File: src/rtl/seq_alu.sv
// Handshaked, registered N-bit ALU with Z/N/C/V flags, compares and range-checked shifts.
// Define SEQ_ALU_MUL_EN to build the iterative shift-add multiplier for op 8.
module seq_alu #(
  parameter int N = 8
) (
  input  logic         clk,
  input  logic         rst,
  input  logic         in_valid,
  output logic         in_ready,
  input  logic [3:0]   op,
  input  logic [N-1:0] a,
  input  logic [N-1:0] b,
  output logic         out_valid,
  input  logic         out_ready,
  output logic [N-1:0] y,
  output logic [N-1:0] y_hi,
  output logic         flg_z,
  output logic         flg_n,
  output logic         flg_c,
  output logic         flg_v,
  output logic         err
);

  localparam int SHW = $clog2(N);
  localparam logic [N-1:0] LP_N = N[N-1:0];

  typedef enum logic [1:0] {S_IDLE, S_EXEC, S_MUL, S_DONE} state_t;

  state_t       r_state;
  logic [3:0]   r_op;
  logic [N-1:0] r_a;
  logic [N-1:0] r_b;
  logic [N-1:0] r_y;
  logic [N-1:0] r_y_hi;
  logic         r_z;
  logic         r_n;
  logic         r_c;
  logic         r_v;
  logic         r_err;
  logic         r_out_valid;
  logic         r_in_ready;

`ifdef SEQ_ALU_MUL_EN
  logic [N-1:0]   r_mhi;
  logic [N-1:0]   r_mlo;
  logic [SHW-1:0] r_cnt;
  logic [N:0]     w_madd;
`endif

  logic [N:0]     w_sum;
  logic [N:0]     w_dif;
  logic [N:0]     w_shl;
  logic [N:0]     w_shr;
  logic [N:0]     w_sra;
  logic [SHW-1:0] w_sh;
  logic           w_big;
  logic [N-1:0]   w_y;
  logic [N-1:0]   w_y_hi;
  logic           w_c;
  logic           w_v;
  logic           w_err;
  logic           w_z;
  logic           w_n;

  assign in_ready  = r_in_ready;
  assign out_valid = r_out_valid;
  assign y         = r_y;
  assign y_hi      = r_y_hi;
  assign flg_z     = r_z;
  assign flg_n     = r_n;
  assign flg_c     = r_c;
  assign flg_v     = r_v;
  assign err       = r_err;

`ifdef SEQ_ALU_MUL_EN
  // One shift-add step: add multiplicand to the high half when the multiplier LSB is set.
  assign w_madd = {1'b0, r_mhi} + (r_mlo[0] ? {1'b0, r_a} : {(N+1){1'b0}});
`endif

  // Result and flag computation from the captured operands.
  always_comb begin
    w_sum  = {1'b0, r_a} + {1'b0, r_b};
    w_dif  = {1'b0, r_a} + {1'b0, ~r_b} + {{N{1'b0}}, 1'b1};
    w_big  = (r_b >= LP_N);
    w_sh   = r_b[SHW-1:0];
    // The extra guard bit on each shift catches the last bit shifted out.
    w_shl  = {1'b0, r_a} << w_sh;
    w_shr  = {r_a, 1'b0} >> w_sh;
    w_sra  = $signed({r_a, 1'b0}) >>> w_sh;
    w_y    = {N{1'b0}};
    w_y_hi = {N{1'b0}};
    w_c    = 1'b0;
    w_v    = 1'b0;
    w_err  = 1'b0;
    case (r_op)
      4'd0: begin
        w_y = w_sum[N-1:0];
        w_c = w_sum[N];
        w_v = (r_a[N-1] == r_b[N-1]) && (w_sum[N-1] != r_a[N-1]);
      end
      4'd1: begin
        w_y = w_dif[N-1:0];
        w_c = w_dif[N];
        w_v = (r_a[N-1] != r_b[N-1]) && (w_dif[N-1] != r_a[N-1]);
      end
      4'd2: w_y = r_a & r_b;
      4'd3: w_y = r_a | r_b;
      4'd4: w_y = r_a ^ r_b;
      4'd5: begin
        if (w_big) begin
          w_y = {N{1'b0}};
          w_c = 1'b0;
        end else begin
          w_y = w_shl[N-1:0];
          w_c = w_shl[N];
        end
      end
      4'd6: begin
        if (w_big) begin
          w_y = {N{1'b0}};
          w_c = 1'b0;
        end else begin
          w_y = w_shr[N:1];
          w_c = w_shr[0];
        end
      end
      4'd7: begin
        if (w_big) begin
          w_y = {N{r_a[N-1]}};
          w_c = r_a[N-1];
        end else begin
          w_y = w_sra[N:1];
          w_c = w_sra[0];
        end
      end
`ifdef SEQ_ALU_MUL_EN
      4'd8: begin
        w_y    = r_mlo;
        w_y_hi = r_mhi;
        w_c    = |r_mhi;
        w_v    = |r_mhi;
      end
`else
      4'd8: w_err = 1'b1;
`endif
      4'd9:  w_y = {{(N-1){1'b0}}, ($signed(r_a) < $signed(r_b))};
      4'd10: w_y = {{(N-1){1'b0}}, (r_a < r_b)};
      4'd11: w_y = {{(N-1){1'b0}}, (r_a == r_b)};
      default: w_err = 1'b1;
    endcase
    w_z = !w_err && (w_y == {N{1'b0}}) && (w_y_hi == {N{1'b0}});
    w_n = !w_err && w_y[N-1];
  end

  // Control FSM with registered handshake and result outputs.
  always_ff @(posedge clk or posedge rst) begin
    if (rst) begin
      r_state     <= S_IDLE;
      r_op        <= 4'd0;
      r_a         <= {N{1'b0}};
      r_b         <= {N{1'b0}};
      r_y         <= {N{1'b0}};
      r_y_hi      <= {N{1'b0}};
      r_z         <= 1'b0;
      r_n         <= 1'b0;
      r_c         <= 1'b0;
      r_v         <= 1'b0;
      r_err       <= 1'b0;
      r_out_valid <= 1'b0;
      r_in_ready  <= 1'b1;
`ifdef SEQ_ALU_MUL_EN
      r_mhi       <= {N{1'b0}};
      r_mlo       <= {N{1'b0}};
      r_cnt       <= {SHW{1'b0}};
`endif
    end else begin
      case (r_state)
        S_IDLE: begin
          if (in_valid) begin
            r_a        <= a;
            r_b        <= b;
            r_op       <= op;
            r_in_ready <= 1'b0;
`ifdef SEQ_ALU_MUL_EN
            if (op == 4'd8) begin
              r_mhi   <= {N{1'b0}};
              r_mlo   <= b;
              r_cnt   <= {SHW{1'b0}};
              r_state <= S_MUL;
            end else begin
              r_state <= S_EXEC;
            end
`else
            r_state    <= S_EXEC;
`endif
          end
        end
        S_EXEC: begin
          r_y     <= w_y;
          r_y_hi  <= w_y_hi;
          r_z     <= w_z;
          r_n     <= w_n;
          r_c     <= w_c;
          r_v     <= w_v;
          r_err   <= w_err;
          r_state <= S_DONE;
        end
        S_MUL: begin
`ifdef SEQ_ALU_MUL_EN
          {r_mhi, r_mlo} <= {w_madd, r_mlo[N-1:1]};
          r_cnt          <= r_cnt + {{(SHW-1){1'b0}}, 1'b1};
          if (r_cnt == SHW'(N - 1)) begin
            r_state <= S_EXEC;
          end
`else
          r_state    <= S_IDLE;
          r_in_ready <= 1'b1;
`endif
        end
        S_DONE: begin
          // out_valid rises one cycle after the result registers load, so out_ready is ignored until then.
          if (!r_out_valid) begin
            r_out_valid <= 1'b1;
          end else if (out_ready) begin
            r_out_valid <= 1'b0;
            r_in_ready  <= 1'b1;
            r_state     <= S_IDLE;
          end
        end
        default: begin
          r_state     <= S_IDLE;
          r_out_valid <= 1'b0;
          r_in_ready  <= 1'b1;
        end
      endcase
    end
  end

endmodule

File: config.mk
export PLATFORM = sky130hd
export DESIGN_NAME = seq_alu
export DESIGN_NICKNAME = d
export VERILOG_FILES = /design/src/rtl/seq_alu.sv
export SDC_FILE = /design/constraint.sdc
export NUM_CORES = 1
export LEC_CHECK = 0
export CORE_MARGIN = 2
export CORE_UTILIZATION = 56
export CTS_CLUSTER_DIAMETER = 200
export DETAILED_ROUTE_END_ITERATION = 6
export GPL_ROUTABILITY_DRIVEN = 0
export GPL_TIMING_DRIVEN = 1
export PLACE_DENSITY = 0.9
export SETUP_SLACK_MARGIN = 0.3
export SYNTH_ARGS = -nofsm -noshare
export SYNTH_HDL_FRONTEND = slang
export SYNTH_SLANG_ARGS = --single-unit
File: constraint.sdc
create_clock -name clk -period 3.5 [get_ports clk]
set_input_delay 0.7 -clock clk [delete_from_list [all_inputs] [get_ports clk]]
set_output_delay 0.7 -clock clk [all_outputs]
set_load 0.03 [all_outputs]
==> results.toml, run 1 <==
[yosys]
synth_top_area_cell = "dfrtp_1"
synth.area.top_cells = "dfrtp_1, ha_1, nand2_1"
synth_cell_type_count = 81
yosysMostFrequentCell = "nand2_1"
synth_edf_count = 0
synthXorXnorAreaFrac_pct = 0.9766
ys_ff_latch = 37
synth_flop_cell = "dfrtp_1"
muxShareOfSynthArea_pct = 8.371
synth_top_family_by_area = "compound AO/OA/AOI/OAI gates"
ys_top_cells_by_count = "nand2_1, dfrtp_1, o21ai_0"
synthAdderAreaFrac_pct = 9.836
yosys_warnings = 0
yosys.area_share.simple_pct = 23.13
syn-cell-area_um2 = 3587
synth-compound-area-share_pct = 24.17
yosysTopAreaCellShare_pct = 25.11
ys_seq_area_share_pct = 25.85
syn_area_per_cell_um2 = 8.401
synth-async-reset-ratio_pct = 100.0
postSynthCellCount = 427

[grt]
grt_start_max_net_pins = 38
first_global_vias = 3351
grt_util_all_layers_pct = 28.98
antenna_found_initial = 0
grt_pass1_wl_um = 16490
grt.overflow.total = 0

[final_layout]
fin_nets = 500
postLayoutCoreUtil_pct = 65.26
final_cells = 527
fillers = 503
area_growth_pct = 14.20
design_area_um2 = 4096
drive_above_1_share_pct = 10.67
antenna_cells = 0

[timing]
setup_viol = 0
fmax_mhz = 336.7
timing.final.crit_share_pct = 84.85
worst_slack_ns = 0.5302
holdWs_ns = 0.4819
layout_min_cycle_time_ns = 2.970
hold_viol = 0
tns_ns = 0
maxSlewViolCount = 0
rsz0062_at_grt = "false"
fin_worst_skew_ns = 0.01533
relSlewSlack_pct = 46.99
tightest_slew_ns = 0.7951

[floorplan]
core_um2 = 6277
initial_core_util_pct = 57.15
dieArea_um2 = 7062
die_h_um = 84.04
rows = 29
ioPinCount = 47
die_w_um = 84.04

[pwr]
seqPwrFrac_pct = 22.5
p_clk_share_pct = 9.0
p_per_area_nw_per_um2 = 1122
ir_drop_v = 0.0006468
power_mw = 4.595
p_leak_nw = 1.673
power.switching_mw = 2.415
p_int_mw = 2.179
combPwrFrac_pct = 68.4
swShare_pct = 52.57

[hold_path]
hold_class = "reg2reg"
holdCritStartpoint = "y[7]$_DFFE_PP0P_"

[clock_tree]
clk_latency_ns = 0.31
path_clk_slew_ns = 0.08
cts_sinks = 37
ctsHtreeMaxLevel = 2
ctsLongestPathBuffers = 2
cts_tree = "done"
cts-root-buf = "clkbuf_8"
cts_hold_buf = 0
cts-buffers-inserted = 5

[run_status]
outcome = "complete, but fails checks"
violations = "DRC"

[critical_path]
critical_path_class = "reg2reg"
cp-endpoint = "flg_n$_DFFE_PP0P_"
cp.arrival_ns = 3.16
rrSetupSlack_ns = 0.53
r2r-end = "flg_n$_DFFE_PP0P_"
cp-startpoint = "r_a[1]$_DFFE_PP0P_"
critPathMaxFanout = 12
ff2ff_path_depth = 9
endpoint_kind = "register"
critPathRequiredTime_ns = 3.69
regToRegStartpoint = "r_a[1]$_DFFE_PP0P_"
worst_setup_path_start_kind = "register"

[run]
maxCapViolations = 0

[drt]
firstDrtPassIters = 7
viasPerCell = 6.835
drt-initial-drc-count = 655
wl_per_cell_um = 19.10
finalWirelength_um = 10070
antenna_left = 0
num_vias = 3602
drc_errors = 1

[place]
place_ws_ns = 0.5985
io_buffers = 38
place_area_um2 = 3975
dp_hpwl_um = 7260
placedCellCount = 519
[critical path, cell delays in order (launching register included)]
cell	delay, ns
dfrtp_1	0.63
inv_1	0.12
ha_1	0.38
a211oi_1	0.46
o21ai_0	0.20
a31oi_1	0.31
o21a_1	0.21
o2111ai_1	0.17
o21ba_1	0.23
a21o_1	0.15
[sequential cells by signal (all words and copies together), names as in the netlist]
register,cells
err,1
flg_c,1
flg_n,1
flg_v,1
flg_z,1
in_ready,1
out_valid,1
r_a,8
r_b,8
r_op,4
r_state,2
y,8
[placed cells by master, fill, tap and decap left out, drive strengths merged, types with 5 or more instances in the layout]
master,count
a211oi,7
mux2i,6
mux4,7
conb,8
o211ai,6
nand2b,12
inv,23
a21oi,19
mux2,7
dfrtp,36
ha,25
nor3,7
nor2,30
nor2b,5
buf,9
nor4,5
nand3b,7
nand3,5
o21a,5
nand2,45
clkdlybuf4s50,38
clkbuf,6
o21ai,35
a31oi,6
[cell families (layout without fill, tap and decap cells)]
family | count (synthesis) | count (layout)
buffers and inverters | 62 | 78
muxes | 20 | 20
and+or+nand+nor | 150 | 150
AOI/OAI and AO/OA | 126 | 126
DFF | 37 | 37
adders and majority gates | 27 | 27
other | 1 | 8
xor gates and xnor gates | 4 | 4
[worst min path at each step]
stage,to,depth (start not counted)
6_report,y[7]$_DFFE_PP0P_,1
3_5_place_dp,y[7]$_DFFE_PP0P_,1
5_1_grt,err$_DFFE_PP0P_,1
3_3_place_gp,y[7]$_DFFE_PP0P_,1
4_1_cts,y[7]$_DFFE_PP0P_,1
2_1_floorplan,out_valid$_DFFE_PP0P_,1
[what timing repair did]
| action | 4_1_cts | 5_1_grt |
|---|---|---|
| buffers inserted | 0 | 0 |
| gates resized for setup | 0 | 1 |
| setup endpoints to repair | 0 | 1 |
[per-layer routing]
metal  vias up  wire (um)  global-route usage (%)
met4         0        504                   12.32
met2       284       4572                   46.46
met3        65       1108                   6.133
met5         -          0                       0
met1      1660       3879                   37.83
li1       1593          -                       -
[layout make-up]
type	count	area, um2	area share [%]
clock inverter	2	37.54	0.9163
inverter	23	86.33	2.108
sequential	37	928.4	22.66
tap	77	96.34	2.352
clock buffer	6	82.58	2.016
timing repair buffer	47	447.9	10.93
multi-input combinational	335	2417	59.01
[power groups by stage]
stage | logic [mW] | registers, mW | clock network (mW)
finish | 3.14 | 1.04 | 0.416
global route | 3.38 | 1.07 | 0.429
CTS | 3.05 | 1.01 | 0.417
detailed placement | 3.02 | 1.02 | 0
global placement | 2.91 | 1.00 | 0
floorplan | 2.29 | 0.947 | 0
(Power assumes the default switching activity.)
==> run 2: changes to the inputs <==
Clock period 3.5 ns to 2.8 ns, I/O delays scaled along.
==> run 2 against run 1 <==
Effect of this change: the run now ends clean; clock power is 19% higher; maximum frequency is 13% higher; worst hold slack hardly changed; combinational power is 58% higher; sequential power is 5% higher; register-to-register slack worse by 0.37 ns; clock-buffer cell count is 1 lower; flip-flop and latch count stayed put; via count is 5.6% higher; first-iteration DRC count is 3.5% lower; utilization is 5.4 points higher; non-clock buffer count is 29 higher; largest cell class unchanged; largest power group unchanged; highest routed layer unchanged.
==> results.toml, run 2 (synthesized netlist as in run 1, its figures left out) <==
[run_status]
outcome = "finished, final reports clean"

[floorplan]
die_w_um = 84.04
dieArea_um2 = 7062
core_um2 = 6277
initial_core_util_pct = 57.15
ioPinCount = 47
rows = 29
die_h_um = 84.04

[critical_path]
critPathRequiredTime_ns = 3.00
critPathMaxFanout = 4
critical-path-max-stage-delay_ns = 0.53
endpoint_kind = "register"
worstPathCellList = "ha_2, inv_1, fa_2, nand3b_1, a211o_1, o2111ai_1, a311o_1, a211oi_2, and4_1, a41o_1"
critical-path-slowest-cell = "fa_2"
crit_family = "compound AO/OA/AOI/OAI gates"
worst_setup_path_start_kind = "register"
cp.arrival_ns = 2.84
worstPathBufferInverterCount = 1
critical_path_class = "reg2reg"

[clock_tree]
ctsHtreeMaxLevel = 2
cts_tree = "done"
cts_sinks = 37
clk_latency_ns = 0.31
path_clk_slew_ns = 0.09
cts-root-buf = "clkbuf_8"
ctsLongestPathBuffers = 2
cts-buffers-inserted = 5
cts_hold_buf = 0

[final_layout]
area_growth_pct = 23.72
fin_nets = 529
drive_above_1_share_pct = 20.67
multi_input_area_um2 = 2530
final_common_cell = "nand2_1"
antenna_cells = 0
design_area_um2 = 4438
fillers = 455
layout_common_cells = "nand2_1, clkdlybuf4s50_1, buf_4"
register_area_um2 = 932.1

[drt]
firstDrtPassIters = 6
drc_errors = 0
finalWirelength_um = 11310
num_vias = 3805
antenna_left = 0
drt-initial-drc-count = 632
viasPerCell = 6.844
wl_per_cell_um = 20.34

[pwr]
power_mw = 6.551
p_leak_nw = 1.827
ir_drop_v = 0.0008464
p_per_area_nw_per_um2 = 1476

[timing]
setup_viol = 0
fmax_mhz = 379.1
fin_worst_skew_ns = 0.01331
hold_viol = 0
timing.final.crit_share_pct = 94.22
layout_min_cycle_time_ns = 2.638
relSlewSlack_pct = 60.93
rsz0062_at_grt = "true"
maxSlewViolCount = 0
tns_ns = 0
tightest_slew_ns = 0.5847

[grt]
first_global_vias = 3652
grt.overflow.total = 0
grt_start_max_net_pins = 38
antenna_found_initial = 0
grt_util_all_layers_pct = 30.57
grt_pass1_wl_um = 17490

[run]
maxCapViolations = 0

[place]
place_area_um2 = 4133
io_buffers = 38
dp_hpwl_um = 7801

[hold_path]
hold_class = "reg2reg"
-- run 2: cell count changes in the layout (fill, tap and decap cells not counted), sizes merged --
cell | before | now
buf | 9 | 38
inv | 23 | 22
clkinv | 0 | 2
clkbuf | 6 | 5
-- run 2: through the flow --
step | worst slack [ns] | hold WS (ns) | cells | utilization [%]
after global placement | 0.1409 | 0.4604 | 540 | 65.84
after CTS | 0.3011 | 0.4858 | 553 | 69.46
after detailed placement | 0.03753 | 0.4663 | 540 | 65.84
after floorplan | 0.3021 | 0.4938 | 434 | -
after global routing | 0.09530 | 0.5154 | 556 | 70.70
final | 0.1619 | 0.4819 | 556 | 70.70
-- run 2: routing by layer --
layer / global-route usage (%) / vias up / routed length (um)
met5: 0 / - / 0
met4: 18.91 / 0 / 697
met3: 6.825 / 92 / 1261
met2: 47.04 / 307 / 5044
met1: 38.85 / 1758 / 4307
li1: - / 1648 / -
-- run 2: path summary, 6_finish.rpt --
kind                               startpoint                  to  slack [ns]  cells past startpoint
min                         flg_n$_DFFE_PP0P_   flg_n$_DFFE_PP0P_        0.48                      1
max in group asynchronous                 rst  r_a[1]$_DFFE_PP0P_        1.80                      3
min reg2reg                 flg_n$_DFFE_PP0P_   flg_n$_DFFE_PP0P_        0.48                      1
max reg2reg                r_b[0]$_DFFE_PP0P_   flg_z$_DFFE_PP0P_        0.16                     10
max                        r_b[0]$_DFFE_PP0P_   flg_z$_DFFE_PP0P_        0.16                     10
min in group asynchronous                 rst  r_a[6]$_DFFE_PP0P_        0.65                      3
-- run 2: layout make-up --
cell class | instances | share of cell area (%)
Timing Repair Buffer | 76 | 15.17
Multi-Input combinational cell | 335 | 57.01
Inverter | 23 | 2.058
Sequential cell | 37 | 21.00
Tap cell | 77 | 2.171
Clock buffer | 5 | 1.551
Clock inverter | 3 | 1.043
-- run 2: timing repair --
action                                  CTS  global route
buffers inserted                          5             3
endpoints found under the setup margin    5             6
pin swaps                                 6             3
resized for setup                        19            12
gates cloned                              0             0
-- run 2: report_power, final --
part	internal, mW	total (mW)	leakage, nW	switching (mW)
Combinational	2.09	4.96	1.32	2.87
Clock	0.267	0.494	0.0543	0.228
Sequential	0.797	1.09	0.448	0.298
